**src/rtl/operand_packer_if.sv**
```systemverilog
// rtl/operand_packer_if.sv - handshake and lane bundle between operand source, packer and adder tree
//
// Purpose: groups the serial input stream, the flush strobe and the packed
// five-lane output bus of operand_packer into one interface.
// Signals:
//   IN_DATA/IN_VALID/IN_READY : serial operand stream into the packer
//   FLUSH                     : close the current partial group
//   A..E                      : packed operand lanes (1st..5th operand)
//   OUT_VALID/OUT_READY       : group handshake towards the adder tree
//   GROUP_CNT                 : real operands in the presented group (1..5)
//   PARTIAL                   : presented group was closed early by FLUSH
// Modports: master = stream source / group sink (testbench side),
//           slave  = the packer itself.
interface operand_packer_if #(
    parameter int WIDTH = 16
);
    logic [WIDTH-1:0] IN_DATA;
    logic             IN_VALID;
    logic             IN_READY;
    logic             FLUSH;
    logic [WIDTH-1:0] A;
    logic [WIDTH-1:0] B;
    logic [WIDTH-1:0] C;
    logic [WIDTH-1:0] D;
    logic [WIDTH-1:0] E;
    logic             OUT_VALID;
    logic             OUT_READY;
    logic [2:0]       GROUP_CNT;
    logic             PARTIAL;

    modport master (
        output IN_DATA, IN_VALID, FLUSH, OUT_READY,
        input  IN_READY, A, B, C, D, E, OUT_VALID, GROUP_CNT, PARTIAL
    );

    modport slave (
        input  IN_DATA, IN_VALID, FLUSH, OUT_READY,
        output IN_READY, A, B, C, D, E, OUT_VALID, GROUP_CNT, PARTIAL
    );
endinterface

```
**src/rtl/operand_packer.sv**
```systemverilog
// rtl/operand_packer.sv - packs a serial operand stream into five-lane groups for a ternary adder tree
//
// Purpose: collects up to five serial operands into a fill register, then
// moves the group into an output register that drives lanes A..E. A FLUSH
// closes a short group early with the unused lanes zeroed.
// Ports:
//   CLK   : single clock, rising edge
//   RST_N : asynchronous active-low reset
//   bus   : operand_packer_if.slave (stream in, flush, packed group out)
module operand_packer #(
    parameter int WIDTH = 16
) (
    input  logic             CLK,
    input  logic             RST_N,
    operand_packer_if.slave  bus
);

    typedef enum logic [1:0] {
        S_EMPTY      = 2'd0,
        S_FILLING    = 2'd1,
        S_STALL_FULL = 2'd2,
        S_FLUSH_PEND = 2'd3
    } state_t;

    state_t           r_state;
    logic [2:0]       r_fc;
    logic             r_alive;
    logic [WIDTH-1:0] r_fill [5];
    logic [WIDTH-1:0] r_out  [5];
    logic [2:0]       r_cnt;
    logic             r_part;
    logic             r_ovalid;

    state_t           w_state_nxt;
    logic [2:0]       w_fc_nxt;
    logic [WIDTH-1:0] w_fill_nxt [5];
    logic [WIDTH-1:0] w_out_nxt  [5];
    logic [2:0]       w_cnt_nxt;
    logic             w_part_nxt;
    logic             w_ovalid_nxt;

    logic             w_in_ready;
    logic             w_accept;
    logic [2:0]       w_fc_acc;
    logic             w_out_free;
    logic             w_full;
    logic             w_flush_close;
    logic             w_xfer;

    // r_alive holds IN_READY low through reset and releases it on the
    // first clock edge afterwards.
    assign w_in_ready    = r_alive && (r_fc < 3'd5) && (r_state != S_FLUSH_PEND);
    assign w_accept      = bus.IN_VALID && w_in_ready;
    // Fill count including a sample accepted this cycle.
    assign w_fc_acc      = r_fc + {2'b00, w_accept};
    assign w_out_free    = !r_ovalid || bus.OUT_READY;
    assign w_full        = (w_fc_acc == 3'd5);
    // A pending flush keeps asking to close; a new FLUSH only counts when
    // there is at least one operand to close.
    assign w_flush_close = (r_state == S_FLUSH_PEND) || (bus.FLUSH && (w_fc_acc != 3'd0));
    assign w_xfer        = (w_full || w_flush_close) && w_out_free;

    always_ff @(posedge CLK or negedge RST_N) begin
        if (!RST_N) begin
            r_state  <= S_EMPTY;
            r_fc     <= 3'd0;
            r_alive  <= 1'b0;
            r_cnt    <= 3'd0;
            r_part   <= 1'b0;
            r_ovalid <= 1'b0;
            for (int i = 0; i < 5; i++) begin
                r_fill[i] <= '0;
                r_out[i]  <= '0;
            end
        end else begin
            r_state  <= w_state_nxt;
            r_fc     <= w_fc_nxt;
            r_alive  <= 1'b1;
            r_cnt    <= w_cnt_nxt;
            r_part   <= w_part_nxt;
            r_ovalid <= w_ovalid_nxt;
            for (int i = 0; i < 5; i++) begin
                r_fill[i] <= w_fill_nxt[i];
                r_out[i]  <= w_out_nxt[i];
            end
        end
    end

    always_comb begin
        w_state_nxt  = r_state;
        w_fc_nxt     = w_fc_acc;
        w_fill_nxt   = r_fill;
        w_out_nxt    = r_out;
        w_cnt_nxt    = r_cnt;
        w_part_nxt   = r_part;
        w_ovalid_nxt = r_ovalid;

        for (int i = 0; i < 5; i++) begin
            if (w_accept && (r_fc == 3'(i))) begin
                w_fill_nxt[i] = bus.IN_DATA;
            end
        end

        if (w_xfer) begin
            // Lanes past the fill count carry stale data from an earlier
            // group, so they are masked to zero on the way out.
            for (int i = 0; i < 5; i++) begin
                w_out_nxt[i] = (3'(i) < w_fc_acc) ? w_fill_nxt[i] : '0;
            end
            w_cnt_nxt    = w_fc_acc;
            w_part_nxt   = !w_full;
            w_ovalid_nxt = 1'b1;
            w_fc_nxt     = 3'd0;
        end else if (bus.OUT_READY) begin
            w_ovalid_nxt = 1'b0;
        end

        // A full group outranks a flush, so FLUSH with the 5th sample or
        // while stalled full stays a normal full group.
        if (w_xfer) begin
            w_state_nxt = S_EMPTY;
        end else if (w_full) begin
            w_state_nxt = S_STALL_FULL;
        end else if (w_flush_close) begin
            w_state_nxt = S_FLUSH_PEND;
        end else if (w_fc_acc == 3'd0) begin
            w_state_nxt = S_EMPTY;
        end else begin
            w_state_nxt = S_FILLING;
        end
    end

    assign bus.IN_READY  = w_in_ready;
    assign bus.A         = r_out[0];
    assign bus.B         = r_out[1];
    assign bus.C         = r_out[2];
    assign bus.D         = r_out[3];
    assign bus.E         = r_out[4];
    assign bus.GROUP_CNT = r_cnt;
    assign bus.PARTIAL   = r_part;
    assign bus.OUT_VALID = r_ovalid;

endmodule

```
**src/flat_wrapper.sv**
```systemverilog
// flat-port wrapper written by rule: the top's interface ports become plain ports
module operand_packer_flat 
#(
    parameter int WIDTH = 16
)
  (CLK, RST_N, bus_IN_DATA, bus_IN_VALID, bus_FLUSH, bus_OUT_READY, bus_IN_READY, bus_A, bus_B, bus_C, bus_D, bus_E, bus_OUT_VALID, bus_GROUP_CNT, bus_PARTIAL);
  operand_packer_if #(.WIDTH(WIDTH)) bus_i ();
  input  logic CLK;
  input  logic RST_N;
  input wire logic [$bits(bus_i.IN_DATA)-1:0] bus_IN_DATA;
  input wire logic [$bits(bus_i.IN_VALID)-1:0] bus_IN_VALID;
  input wire logic [$bits(bus_i.FLUSH)-1:0] bus_FLUSH;
  input wire logic [$bits(bus_i.OUT_READY)-1:0] bus_OUT_READY;
  output wire logic [$bits(bus_i.IN_READY)-1:0] bus_IN_READY;
  output wire logic [$bits(bus_i.A)-1:0] bus_A;
  output wire logic [$bits(bus_i.B)-1:0] bus_B;
  output wire logic [$bits(bus_i.C)-1:0] bus_C;
  output wire logic [$bits(bus_i.D)-1:0] bus_D;
  output wire logic [$bits(bus_i.E)-1:0] bus_E;
  output wire logic [$bits(bus_i.OUT_VALID)-1:0] bus_OUT_VALID;
  output wire logic [$bits(bus_i.GROUP_CNT)-1:0] bus_GROUP_CNT;
  output wire logic [$bits(bus_i.PARTIAL)-1:0] bus_PARTIAL;
  assign bus_i.IN_DATA = bus_IN_DATA;
  assign bus_i.IN_VALID = bus_IN_VALID;
  assign bus_i.FLUSH = bus_FLUSH;
  assign bus_i.OUT_READY = bus_OUT_READY;
  assign bus_IN_READY = bus_i.IN_READY;
  assign bus_A = bus_i.A;
  assign bus_B = bus_i.B;
  assign bus_C = bus_i.C;
  assign bus_D = bus_i.D;
  assign bus_E = bus_i.E;
  assign bus_OUT_VALID = bus_i.OUT_VALID;
  assign bus_GROUP_CNT = bus_i.GROUP_CNT;
  assign bus_PARTIAL = bus_i.PARTIAL;
  operand_packer #(.WIDTH(WIDTH)) u_core (.CLK(CLK), .RST_N(RST_N), .bus(bus_i));
endmodule
```
**config.mk**
```make
export PLATFORM = sky130hd
export DESIGN_NAME = operand_packer_flat
export DESIGN_NICKNAME = d
export VERILOG_FILES = /design/src/rtl/operand_packer_if.sv /design/src/rtl/operand_packer.sv /design/src/flat_wrapper.sv
export SDC_FILE = /design/constraint.sdc
export NUM_CORES = 1
export LEC_CHECK = 0
export ABC_AREA = 1
export BUFFER_PORTS_ARGS = -buffer_cell sky130_fd_sc_hd__buf_2
export CAP_MARGIN = 10
export CORE_MARGIN = 4
export CORE_UTILIZATION = 35
export DETAILED_ROUTE_END_ITERATION = 7
export SLEW_MARGIN = 5
export SYNTH_ARGS = -nofsm -noshare
export SYNTH_HDL_FRONTEND = slang
export SYNTH_SLANG_ARGS = --single-unit
```
**constraint.sdc**
```tcl
create_clock -name CLK -period 3 [get_ports CLK]
set_input_delay 0.15 -clock CLK [delete_from_list [all_inputs] [get_ports CLK]]
set_output_delay 0.15 -clock CLK [all_outputs]
set_load 0.03 [all_outputs]
```
==> results of run 1 <==
cell families after synthesis:
group                    count (synthesis)
AO/OA/AOI/OAI                           84
adder cells (fa/ha/maj)                  2
buffers and inverters                  232
flip-flops                             171
other                                    1
AND/OR/NAND/NOR                        368
worst paths after layout:
path                                           end               startpoint  cells past startpoint
max                                u_core.bus.E[4]           u_core.r_fc[2]                     13
min                              u_core.r_state[1]            bus_OUT_READY                      4
max reg2reg                        u_core.bus.E[4]           u_core.r_fc[2]                     13
min reg2reg                u_core.bus.GROUP_CNT[2]  u_core.bus.GROUP_CNT[2]                      2
max in group asynchronous        u_core.r_fill[43]                    RST_N                      3
min in group asynchronous        u_core.r_fill[56]                    RST_N                      2
cell type report:
cell class / instances / area, sq um / area share
tap: 270 / 338 / 0.0382
clock inverter: 15 / 235 / 0.0266
timing repair buffer: 127 / 722 / 0.0816
inverter: 189 / 712 / 0.0804
clock buffer: 17 / 425 / 0.0481
multi-input combinational: 455 / 2140 / 0.242
sequential: 171 / 4280 / 0.484
sequential cells by signal (all words and copies together) (netlist names):
name                  cells
u_core.bus.A             16
u_core.bus.B             16
u_core.bus.C             16
u_core.bus.D             16
u_core.bus.E             16
u_core.bus.GROUP_CNT      3
u_core.bus.OUT_VALID      1
u_core.bus.PARTIAL        1
u_core.r_alive            1
u_core.r_fc               3
u_core.r_fill            80
u_core.r_state            2
placed cells by master, fill, tap and decap left out, types with 4 or more instances in the layout:
cell type  netlist  final
dfrtp_1        171    171
buf_4            1     18
bufinv_16        0      5
nand2_1        255    255
inv_1          187    187
nand3_2          7      7
nand4_1         82     82
o21ai_0         51     51
clkbuf_16        0     17
nor2_2           4      4
nor2_1          10     10
buf_2           20    105
inv_6            0      5
o21ai_1         33     33
report_power, final:
| part | internal [uW] | switching [uW] |
|---|---|---|
| sequential | 3230 | 380 |
| combinational | 1030 | 2620 |
| clock | 1500 | 971 |
worst register-to-register path: cells and delay by family (launching register included):
family	cells	cell delay [ps]
AOI/OAI and AO/OA	1	80
adders and majority gates	2	480
buffers and inverters	2	370
DFF	1	560
and+or+nand+nor	8	1050
stage by stage:
stage / std cells / cell area [sq um]
3_3_place_gp: 1211 / 8180
6_report: 1244 / 8850
2_1_floorplan: 858 / 7360
5_1_grt: 1244 / 8850
3_5_place_dp: 1211 / 8180
4_1_cts: 1244 / 8850
layer usage:
metal  vias to the layer above  global-route usage  routed length (um)
li1                       2855                   -                   -
met1                      2676               0.242                9360
met2                       157               0.250                8400
met3                        14              0.0399                1070
met4                         0              0.0445                 259
met5                         -                   0                   0
==> metrics.txt, run 1 <==
vias in the first global route about 5,500; P per Cell Area 1100 nW/um^2; Synth Warn # 0; top cells by area, synth dfrtp_1 58%, nand2_1 13%, inv_1 9.5%; initial antenna violation count 0; # rows 52; TritonRoute pass-1 iters 5; Synth Area in XOR/XNOR 0; Largest stage delay, worst path ~560 ps; status completed; Setup crit end kind flop; setup ws final 385 ps; largest net degree at the start of global routing 86; required time of the critical path approximately 3300 ps; Bufs on Longest Clock Path 2; Final period util 0.872; routability cong. 0.780; Synth Area in Compound Gates 0.0571; Via-to-Cell Ratio 4.58; WP data arrival about 3000 ps; crit path time final approximately 2600 ps; Die ar. 23,400 sq um; maximum VDD drop 0.481 mV; drt wl/cell roughly 15 um; post-synthesis adder-cell area fraction 0.00340; Layout area overhead 20.3%; most common cell in the synthesized netlist nand2_1; core area 20,400 sq um; DRC Markers 0; Final Hold Violating Endpoints 0; number of synthesized register bits 171; H-Tree Depth 4; largest family of logic cells by synthesized area simple AND/OR/NAND/NOR gates; Synth Net Count 881; worst slack, placed about 400 ps; measured slew at the worst slew-check pin 923 ps; first-pass GRT wire length 30,900 um; HPWL after detailed placement 12,700 um; PnR Total Power around 9700 uW; CP Buf/Inv Count 2; Starting Density 0.360; Mapped Area 7360 sq um; delay-heaviest family, CP simple AND/OR/NAND/NOR gates; Ports 107; mux contribution to synthesized area 0; ant diodes 0; worst hold path class in2reg; max-slew violation count 0; Worst-Skew Late Latency approximately 430 ps; ys async rst share 1.00; Final Setup Violations 0; Worst Setup Path Type reg2reg; Top FF cell, synth dfrtp_1; total gr overflow 0; Synth top area share 0.582; share of cells above drive strength 1 0.181; cts hold-fix bufs 1; post-synth top area cell dfrtp_1; routed wire length 19,100 um; Die H ~150 um; clk sink count 171; PostCTS Resize Cnt 0; Max Cap Violations 0; Seq/Total Area, Yosys 0.582; Pleak 0.00502 uW; syn avg cell area approximately 8.6 sq um; crit start category flop; Post-synth EDFFs 0; clock-pin slew on the worst setup and hold paths roughly 70 ps; # port buffers ~110; CTS Buf Count 17; crit-path max FO 25; R2R setup slack 390 ps; Simple-Gate Fraction of Synth Area 0.230; setup TNS 0 ps; die width 153 um; Final nets 984; Worst path slowest cell dfrtp_1; RSZ-0062 raised after global routing false; clk_skew 10.5 ps; post-CTS setup buffers 0; Slew HR 0.385; crit-path cells inv_4, nor2_2, nor3b_1, ha_1, ha_1, nor2_1, nand3_2, nand2_1, nand3_2, nand2_2, buf_4, nand2_1, o21ai_0; Synth top cells by count 255 x nand2_1, 187 x inv_1, 171 x dfrtp_1, 82 x nand4_1, 51 x o21ai_0; DR iter-0 viols 388; Synth Instances 858; CTS root buf clkbuf_16; All-Layer GR Usage 0.166; via count between 5,000 and 6,000; achievable frequency 382 MHz; Synth cell types 24; CTS tree built; Antenna Nets Post-Route 0; FILL cells ~2,100; hold slack 107 ps; utilization after layout 0.433
No activity file was read; power rests on OpenSTA's default activity.
==> run 2: changes to the inputs <==
- clock period: 3 -> 2.9 ns (I/O delays scaled with it)
==> metrics.txt, run 2 (synthesized netlist as in run 1, its figures left out) <==
total gr overflow 0 (unchanged); P per Cell Area 1130 nW/um^2 (+2.8%); HPWL after detailed placement 12,400 um (-2.5%); largest net degree at the start of global routing 86 (unchanged); CTS tree built; cell total after placement 1,211 (unchanged); maximum VDD drop 0.479 mV (-0.35%); most frequent cells in the layout 255 x nand2_1, 187 x inv_1, 171 x dfrtp_1; PostCTS Resize Cnt 0 (unchanged); via count 5,730 (+0.49%); Antenna Nets Post-Route 0 (unchanged); Pleak 0.00501 uW (about the same); Final Setup Violations 0 (unchanged); Non-Filler Instances 1,243 (-0.080%); crit-path max FO 25 (unchanged); crit path time final 2600 ps (-14.7 ps); # rows 52 (unchanged); required time of the critical path 3240 ps (-100 ps); Final nets 984 (unchanged); Setup crit end kind flop; max FFs per register 80 (unchanged); largest register by flop count u_core.r_fill; Via-to-Cell Ratio 4.61 (+0.57%); routed wire length 18,700 um (-1.7%); DRC Markers 0 (unchanged); Final Hold Violating Endpoints 0 (unchanged); Bufs on Longest Clock Path 2 (unchanged); commonest non-fill, non-tap cell in the layout nand2_1; clock-pin slew on the worst setup and hold paths 70 ps (about the same); All-Layer GR Usage 0.165 (-0.000752); crit-path cells inv_4, nor2_2, nor3b_1, ha_1, ha_1, nor2_1, nand3_2, nand2_1, nand3_2, nand2_2, buf_4, nand2_1, o21ai_0; routability cong. 0.778 (-0.28%); H-Tree Depth 4 (unchanged); setup TNS 0 ps (unchanged); drt wl/cell 15.1 um (-1.7%); Starting Density 0.360 (unchanged); worst hold path class in2reg; Slew HR 0.393 (+0.00805); DR iter-0 viols 418 (+7.7%); clk sink count 171 (unchanged); Worst Setup Path Type reg2reg; initial antenna violation count 0 (unchanged); die width 153 um (unchanged); core area 20,400 sq um (unchanged); Max Cap Violations 0 (unchanged); RSZ-0062 raised after global routing false; Layout area overhead 20.3% (about the same); CTS Buf Count 17 (unchanged); max-slew violation count 0 (unchanged); ant diodes 0 (unchanged); TritonRoute pass-1 iters 4 (-1); Ports 107 (unchanged); WP data arrival 2940 ps (-20 ps); achievable frequency 385 MHz (+0.57%); measured slew at the worst slew-check pin 911 ps (-12.1 ps); first-pass GRT wire length 30,700 um (-0.58%); Largest stage delay, worst path 560 ps (about the same); Worst path slowest cell dfrtp_1; CTS root buf clkbuf_16; Die H 153 um (unchanged); post-CTS setup buffers 0 (unchanged); crit start category flop; Final period util 0.897 (+0.0250); Die ar. 23,400 sq um (unchanged); vias in the first global route 5,649 (+2.6%); cts hold-fix bufs 1 (unchanged); # port buffers 106 (unchanged); clk_skew 10.4 ps (-0.0863 ps); share of cells above drive strength 1 0.178 (-0.00290); Worst-Skew Late Latency 430 ps (about the same); status completed
## run 2: through the flow
step / utilization / area (sq um) / total power (uW) / worst slack [ps] / hold slack (ps)
final: 0.433 / 8850 / 9990 / 300 / 92.5
after global placement: 0.401 / 8190 / 7490 / 404 / 127
after global routing: 0.433 / 8850 / 10700 / 68.4 / 112
after floorplan: - / 7360 / 6430 / 515 / -151
after detailed placement: 0.401 / 8190 / 7560 / 307 / 119
after CTS: 0.433 / 8850 / 10100 / 298 / 78.6
## run 2: final cells by class
class	instances	area [sq um]
Clock inverter	10	189
Tap cell	270	338
Fill cell	2055	11600
Sequential cell	171	4280
Timing Repair Buffer	127	734
Inverter	189	712
Multi-Input combinational cell	455	2140
Clock buffer	21	460
## run 2: worst max-delay path: cells and delay by family, from the launching register on
kind | cells | cell delay (ps)
AO/OA/AOI/OAI | 1 | 80
buffers and inverters | 2 | 370
flip-flops | 1 | 560
adder cells (fa/ha/maj) | 2 | 470
AND/OR/NAND/NOR | 8 | 1030
## run 2: routing by layer
metal	vias up	share of wire	GRT usage	routed length, um
li1	2854	-	-	-
met1	2708	0.48	0.230	9000
met2	141	0.45	0.251	8380
met3	27	0.054	0.0424	1020
met4	0	0.019	0.0585	353
met5	-	0	0	0
## run 2: worst paths after layout
path / from / to / slack, ps / cells after the start
worst max-delay path: u_core.r_fc[2] / u_core.bus.E[8] / 300 / 13
worst min-delay path: bus_OUT_READY / u_core.r_state[1] / 90 / 4
worst max register to register: u_core.r_fc[2] / u_core.bus.E[8] / 300 / 13
worst min register to register: u_core.bus.GROUP_CNT[2] / u_core.bus.GROUP_CNT[2] / 470 / 2
max in group asynchronous: RST_N / u_core.bus.C[2] / 1930 / 3
min in group asynchronous: RST_N / u_core.bus.B[9] / 230 / 2
## run 2: report_power, final
group          internal [uW]  switching (uW)  total (uW)
Combinational           1070            2690        3760
Clock                   1570             934        2510
Sequential              3340             387        3730
